<file path="src/rtl/core_pkg.sv">
// core_pkg: shared definitions for the RV64 core sequencer and decoder.
//   - RV64 major opcode constants
//   - sequencer state enum
//   - instruction class enum produced by core_seq_classify
//   - helper to recognise FP-to-integer-result funct7 encodings
package core_pkg;

  localparam logic [6:0] OPC_OP        = 7'b0110011;
  localparam logic [6:0] OPC_OP_IMM    = 7'b0010011;
  localparam logic [6:0] OPC_OP_32     = 7'b0111011;
  localparam logic [6:0] OPC_OP_IMM_32 = 7'b0011011;
  localparam logic [6:0] OPC_LUI       = 7'b0110111;
  localparam logic [6:0] OPC_AUIPC     = 7'b0010111;
  localparam logic [6:0] OPC_JAL       = 7'b1101111;
  localparam logic [6:0] OPC_JALR      = 7'b1100111;
  localparam logic [6:0] OPC_BRANCH    = 7'b1100011;
  localparam logic [6:0] OPC_LOAD      = 7'b0000011;
  localparam logic [6:0] OPC_STORE     = 7'b0100011;
  localparam logic [6:0] OPC_LOAD_FP   = 7'b0000111;
  localparam logic [6:0] OPC_STORE_FP  = 7'b0100111;
  localparam logic [6:0] OPC_OP_FP     = 7'b1010011;

  // OP_FP funct5 values that need the multi-cycle FPU
  localparam logic [4:0] F5_FMUL = 5'b00010;
  localparam logic [4:0] F5_FDIV = 5'b00011;

  typedef enum logic [2:0] {
    ST_FETCH,
    ST_DECODE,
    ST_FPU_WAIT,
    ST_MEM,
    ST_WB,
    ST_TRAP
  } state_e;

  typedef enum logic [3:0] {
    CL_INT,
    CL_BR,
    CL_LD,
    CL_ST,
    CL_FLD,
    CL_FST,
    CL_FP,
    CL_FP2INT,
    CL_FPU_MC
  } class_e;

  // FP compare / classify / move / convert-to-int: result lands in the integer RF
  function automatic logic is_fp2int(input logic [6:0] f7);
    return (f7 == 7'b1100000) || (f7 == 7'b1100001) ||
           (f7 == 7'b1010000) || (f7 == 7'b1010001) ||
           (f7 == 7'b1110000) || (f7 == 7'b1110001);
  endfunction

endpackage

</file>
<file path="src/rtl/core_seq_classify.sv">
// core_seq_classify: combinational instruction classifier.
//   i_inst    : instruction register contents
//   o_cls     : instruction class (meaningful only when o_illegal = 0)
//   o_illegal : opcode not recognised
module core_seq_classify
  import core_pkg::*;
(
  input  logic [31:0] i_inst,
  output class_e      o_cls,
  output logic        o_illegal
);

  logic [6:0] w_opc;
  logic [6:0] w_f7;
  logic       w_unused_bits;

  assign w_opc         = i_inst[6:0];
  assign w_f7          = i_inst[31:25];
  assign w_unused_bits = ^i_inst[24:7];

  always_comb begin
    o_cls     = CL_INT;
    o_illegal = 1'b0;
    case (w_opc)
      OPC_OP, OPC_OP_IMM, OPC_OP_32, OPC_OP_IMM_32,
      OPC_LUI, OPC_AUIPC, OPC_JAL, OPC_JALR: o_cls = CL_INT;
      OPC_BRANCH:   o_cls = CL_BR;
      OPC_LOAD:     o_cls = CL_LD;
      OPC_STORE:    o_cls = CL_ST;
      OPC_LOAD_FP:  o_cls = CL_FLD;
      OPC_STORE_FP: o_cls = CL_FST;
      OPC_OP_FP: begin
        if ((w_f7[6:2] == F5_FMUL) || (w_f7[6:2] == F5_FDIV)) begin
          o_cls = CL_FPU_MC;
        end else if (is_fp2int(w_f7)) begin
          o_cls = CL_FP2INT;
        end else begin
          o_cls = CL_FP;
        end
      end
      default:      o_illegal = 1'b1;
    endcase
  end

endmodule

</file>
<file path="src/rtl/core_sequencer.sv">
// core_sequencer: multi-cycle instruction sequencer for the RV64 core.
// Steps each instruction through FETCH, DECODE, FPU_WAIT/MEM, WB (or TRAP)
// and drives the memory / FPU handshakes and register-file / PC strobes.
//   in_clk, in_rst_n   : clock, async active-low reset
//   in_inst            : instruction register contents
//   in_imem_ack        : instruction fetch complete
//   in_dmem_ack        : data access complete
//   in_fpu_done        : multi-cycle FPU result valid
//   out_imem_req       : fetch request (level until ack)
//   out_ir_we          : load instruction register (FETCH & ack)
//   out_dmem_req/_we   : data request / write qualifier
//   out_fpu_start      : FPU start pulse
//   out_rf_we/frf_we   : integer / FP register file write
//   out_pc_we          : PC update
//   out_illegal        : unrecognised opcode pulse
//   out_fpu_timeout    : FPU wait expired pulse
//   out_retire_cnt     : retired-instruction count
module core_sequencer
  import core_pkg::*;
#(
  parameter int unsigned FPU_TIMEOUT = 64,
  parameter int unsigned CNT_W       = 32
) (
  input  logic             in_clk,
  input  logic             in_rst_n,
  input  logic [31:0]      in_inst,
  input  logic             in_imem_ack,
  input  logic             in_dmem_ack,
  input  logic             in_fpu_done,
  output logic             out_imem_req,
  output logic             out_ir_we,
  output logic             out_dmem_req,
  output logic             out_dmem_we,
  output logic             out_fpu_start,
  output logic             out_rf_we,
  output logic             out_frf_we,
  output logic             out_pc_we,
  output logic             out_illegal,
  output logic             out_fpu_timeout,
  output logic [CNT_W-1:0] out_retire_cnt
);

  localparam int unsigned   TO_W    = (FPU_TIMEOUT > 1) ? $clog2(FPU_TIMEOUT) : 1;
  localparam logic [TO_W-1:0] TO_LAST = TO_W'(FPU_TIMEOUT - 1);

  state_e           r_state;
  state_e           w_next;
  class_e           r_cls;
  class_e           w_cls;
  logic             w_illegal;
  logic [TO_W-1:0]  r_to_cnt;
  logic             r_trap_ill;
  logic [CNT_W-1:0] r_retire;

  core_seq_classify u_classify (
    .i_inst    (in_inst),
    .o_cls     (w_cls),
    .o_illegal (w_illegal)
  );

  always_ff @(posedge in_clk or negedge in_rst_n) begin
    if (!in_rst_n) begin
      r_state    <= ST_FETCH;
      r_cls      <= CL_INT;
      r_to_cnt   <= '0;
      r_trap_ill <= 1'b0;
      r_retire   <= '0;
    end else begin
      r_state <= w_next;
      if (r_state == ST_DECODE) begin
        r_cls <= w_cls;
      end
      // held at zero outside the wait so it is already cleared on entry
      if (r_state == ST_FPU_WAIT) begin
        r_to_cnt <= r_to_cnt + TO_W'(1);
      end else begin
        r_to_cnt <= '0;
      end
      // remembers why TRAP was entered so both pulses stay Moore outputs
      if (w_next == ST_TRAP) begin
        r_trap_ill <= (r_state == ST_DECODE);
      end
      if (r_state == ST_WB) begin
        r_retire <= r_retire + CNT_W'(1);
      end
    end
  end

  always_comb begin
    w_next          = r_state;
    out_imem_req    = 1'b0;
    out_ir_we       = 1'b0;
    out_dmem_req    = 1'b0;
    out_dmem_we     = 1'b0;
    out_fpu_start   = 1'b0;
    out_rf_we       = 1'b0;
    out_frf_we      = 1'b0;
    out_pc_we       = 1'b0;
    out_illegal     = 1'b0;
    out_fpu_timeout = 1'b0;
    case (r_state)
      ST_FETCH: begin
        out_imem_req = 1'b1;
        out_ir_we    = in_imem_ack;
        if (in_imem_ack) begin
          w_next = ST_DECODE;
        end
      end
      ST_DECODE: begin
        if (w_illegal) begin
          w_next = ST_TRAP;
        end else begin
          case (w_cls)
            CL_LD, CL_ST, CL_FLD, CL_FST: w_next = ST_MEM;
            CL_FPU_MC:                    w_next = ST_FPU_WAIT;
            default:                      w_next = ST_WB;
          endcase
        end
      end
      ST_FPU_WAIT: begin
        out_fpu_start = (r_to_cnt == '0);
        // done is tested first so it wins over a coincident timeout
        if (in_fpu_done) begin
          w_next = ST_WB;
        end else if (r_to_cnt == TO_LAST) begin
          w_next = ST_TRAP;
        end
      end
      ST_MEM: begin
        out_dmem_req = 1'b1;
        out_dmem_we  = (r_cls == CL_ST) || (r_cls == CL_FST);
        if (in_dmem_ack) begin
          w_next = ST_WB;
        end
      end
      ST_WB: begin
        out_pc_we  = 1'b1;
        out_rf_we  = (r_cls == CL_INT) || (r_cls == CL_LD) || (r_cls == CL_FP2INT);
        out_frf_we = (r_cls == CL_FLD) || (r_cls == CL_FP) || (r_cls == CL_FPU_MC);
        w_next     = ST_FETCH;
      end
      ST_TRAP: begin
        out_pc_we       = 1'b1;
        out_illegal     = r_trap_ill;
        out_fpu_timeout = !r_trap_ill;
        w_next          = ST_FETCH;
      end
      default: w_next = ST_FETCH;
    endcase
  end

  assign out_retire_cnt = r_retire;

endmodule

</file>
<file path="config.mk">
export PLATFORM = sky130hd
export DESIGN_NAME = core_sequencer
export DESIGN_NICKNAME = d
export VERILOG_FILES = /design/src/rtl/core_pkg.sv /design/src/rtl/core_seq_classify.sv /design/src/rtl/core_sequencer.sv
export SDC_FILE = /design/constraint.sdc
export NUM_CORES = 1
export LEC_CHECK = 0
export BUFFER_PORTS_ARGS = -buffer_cell sky130_fd_sc_hd__buf_4
export CAP_MARGIN = 20
export CORE_UTILIZATION = 45
export CTS_BUF_LIST = sky130_fd_sc_hd__clkbuf_4 sky130_fd_sc_hd__clkbuf_8 sky130_fd_sc_hd__clkbuf_16
export DETAILED_ROUTE_END_ITERATION = 8
export GPL_ROUTABILITY_DRIVEN = 0
export MAX_ROUTING_LAYER = met4
export PLACE_DENSITY = 0.78
export SYNTH_ARGS = -nofsm -noshare
export SYNTH_HDL_FRONTEND = slang
export SYNTH_SLANG_ARGS = --single-unit
</file>
<file path="constraint.sdc">
create_clock -name in_clk -period 2.5 [get_ports in_clk]
set_clock_uncertainty 0.1 [all_clocks]
set_input_delay 0.125 -clock in_clk [delete_from_list [all_inputs] [get_ports in_clk]]
set_output_delay 0.125 -clock in_clk [all_outputs]
set_load 0.02 [all_outputs]
</file>
==> metrics <==
outcome completed; Synth top area share 0.468; cell area after layout 3070 um2; vias per cell 5.28; CP max stage cell or4_1; Max Root-Sink Buffers 2; share of cells above drive strength 1 0.272; placed cells 366; Crit path largest cell delay 0.74 ns; Syn-to-layout area delta 24.8%; origin of the critical flop-to-flop path r_state[0]; Synth area leaders dfrtp_1, xnor2_1, xor2_1; DRT iter0 DRCs 109; Distinct cells, synth 52; Post-CTS Resized 0; max_cap viols 0; Final min period 2.17 ns; leakage power 1.47 nW; DP Worst Slack 0.357 ns; Crit Reg-Reg Endpoint out_retire_cnt[24]; Final #Nets 344; setup TNS 0 ns; sequential-to-total area share from yosys stat 0.468; PwrDens 622 nW/um2; Avg Cell Area, Syn 10.2 um2; fill count 441; antenna violations before repair 0; pin count of the biggest net entering global routing 47; worst skew pair latency 0.29 ns; die height 75.9 um; Final Non-Filler Cells 375; Initial Utilization 0.475; drt wl/cell 12.6 um; CTS Buf Count 5; overall routing resource usage 0.183; PnR Total Power 1.91 mW; fin crit share 0.870; DRT antenna net count 0; DRT Wirelength 4.74 mm; Antenna diodes 0; TritonCTS Sinks 46; CTS tree done; Slew Viols, Final 0; DRC violations left 0; DP Area 2960 um2; Crit. path cell count 4; Reg2Reg Depth 4; Max Clk Rate 460 MHz; Port Buffers 59; H-tree depth 2; Mapped Cells 241; slew margin rel. 0.626; Worst Path Arrival 2.28 ns; IO Pins 79; HPWL after DPL 3.58 mm; Pre-Repair DR Iteration Count 4; crit end category flip-flop; Worst Setup EP out_retire_cnt[24]; vias in the first global route 1725; row cnt 26; die area 5760 um2; commonest non-fill, non-tap cell in the layout buf_4; core region area 5170 um2; WP data required 2.61 ns; most frequent cells in the layout buf_4, dfrtp_1, nor2_1, nand2_1; Mapped Area 2460 um2; CP Launch Point r_state[0]; Root Buffer Master clkbuf_8; grt ovf 0; WS Path Type flip-flop to flip-flop; RSZ-0062 raised after global routing false; vias 1979; Post-synth EDFFs 0; Synth async-reset ratio 1.00; crit path max fanout 13; VDD IR-drop max 344 uV; first-pass GRT wire length 7.76 mm; Clock transition at path regs 0.08 ns; Ys Warns 0; Hold Violations, Final 0; Worst-Margin Slew 0.561 ns; Die Width 75.9 um; crit-path cells nand4bb_4 > or4_1 > nor3_2 > xor2_1; register bit total from synthesis 46; delay-heaviest family, CP simple AND/OR/NAND/NOR gates; most area-hungry cell type in the Yosys netlist dfrtp_1; Bufs and invs on worst path 0; crit path launch type flip-flop; Hold Crit Class input port to flip-flop; R2R Setup Slk 0.33 ns; Mapped Nets 281; # setup viols final 0; slack of the critical path 0.325 ns; top_reg_cell synth dfrtp_1
## area by class of cell
| cell class | count | area, um2 | area share |
|---|---|---|---|
| tap | 70 | 87.6 | 0.0286 |
| clock buffer | 7 | 90.1 | 0.0294 |
| inverter | 11 | 41.3 | 0.0135 |
| sequential | 46 | 1150 | 0.375 |
| multi-input combinational | 178 | 1220 | 0.399 |
| timing repair buffer | 62 | 468 | 0.153 |
| clock inverter | 1 | 5.00 | 0.00163 |
## synth_stat cells (3+ instances only)
cell	number
dfrtp_1	46
nand2_1	21
nor2_1	21
xnor2_1	18
xor2_1	18
nand3_1	17
inv_1	11
nor3_1	9
and3_1	8
nand4_1	8
nor3_2	4
a21oi_1	3
clkbuf_1	3
ha_1	3
nand2b_1	3
or3_1	3
## power breakdown
part / switching, mW / internal, mW / total, mW
combinational: 0.286 / 0.232 / 0.518
sequential: 0.113 / 0.808 / 0.921
clock: 0.234 / 0.234 / 0.468
total: 0.634 / 1.27 / 1.91
## sequential cells by signal (all words and copies together), names as in the netlist
register,flops
r_to_cnt,6
r_state,3
r_trap_ill,1
out_retire_cnt,32
r_cls,4
## routing by layer
metal  wire length (um)  vias up  global-route usage
met3                206        5              0.0317
li1                   -      967                   -
met5                  0        -                   -
met1               2140      945               0.235
met4                 34        0              0.0370
met2               2360       62               0.303
## worst min-delay path, delay by kind of cell
kind | cells | cell delay [ns]
AND/OR/NAND/NOR | 2 | 0.13
AO/OA/AOI/OAI | 1 | 0.06
buffers and inverters | 1 | 0.08
## per-stage QoR
| step | utilization | hold slack (ns) |
|---|---|---|
| 2_1_floorplan | - | -0.271 |
| 3_3_place_gp | 0.573 | 0.0574 |
| 3_5_place_dp | 0.573 | 0.0591 |
| 4_1_cts | 0.593 | 0.0438 |
| 5_1_grt | 0.593 | 0.0862 |
| 6_report | 0.593 | 0.0482 |
## cells by family after synthesis
logic type	share of synthesized area
adders and majority gates	0.0153
and+or+nand+nor	0.295
buffers and inverters	0.0336
DFF	0.468
muxes	0.00407
AOI/OAI and AO/OA	0.0555
xor gates and xnor gates	0.128
## repair_timing
action / 4_1_cts / 5_1_grt
endpoints found under the hold margin: 46 / 0
buffers inserted: 0 / 0
hold buffers: 1 / 0
## worst min path at each step
stage          cells past startpoint                end   startpoint
6_report                           4           r_cls[3]  in_inst[31]
5_1_grt                            4           r_cls[3]  in_inst[30]
4_1_cts                            4           r_cls[3]  in_inst[31]
3_5_place_dp                       1  out_retire_cnt[8]     in_rst_n
3_3_place_gp                       1  out_retire_cnt[8]     in_rst_n
2_1_floorplan                      0  out_retire_cnt[0]     in_rst_n
Power figures use the tool's default switching activity.
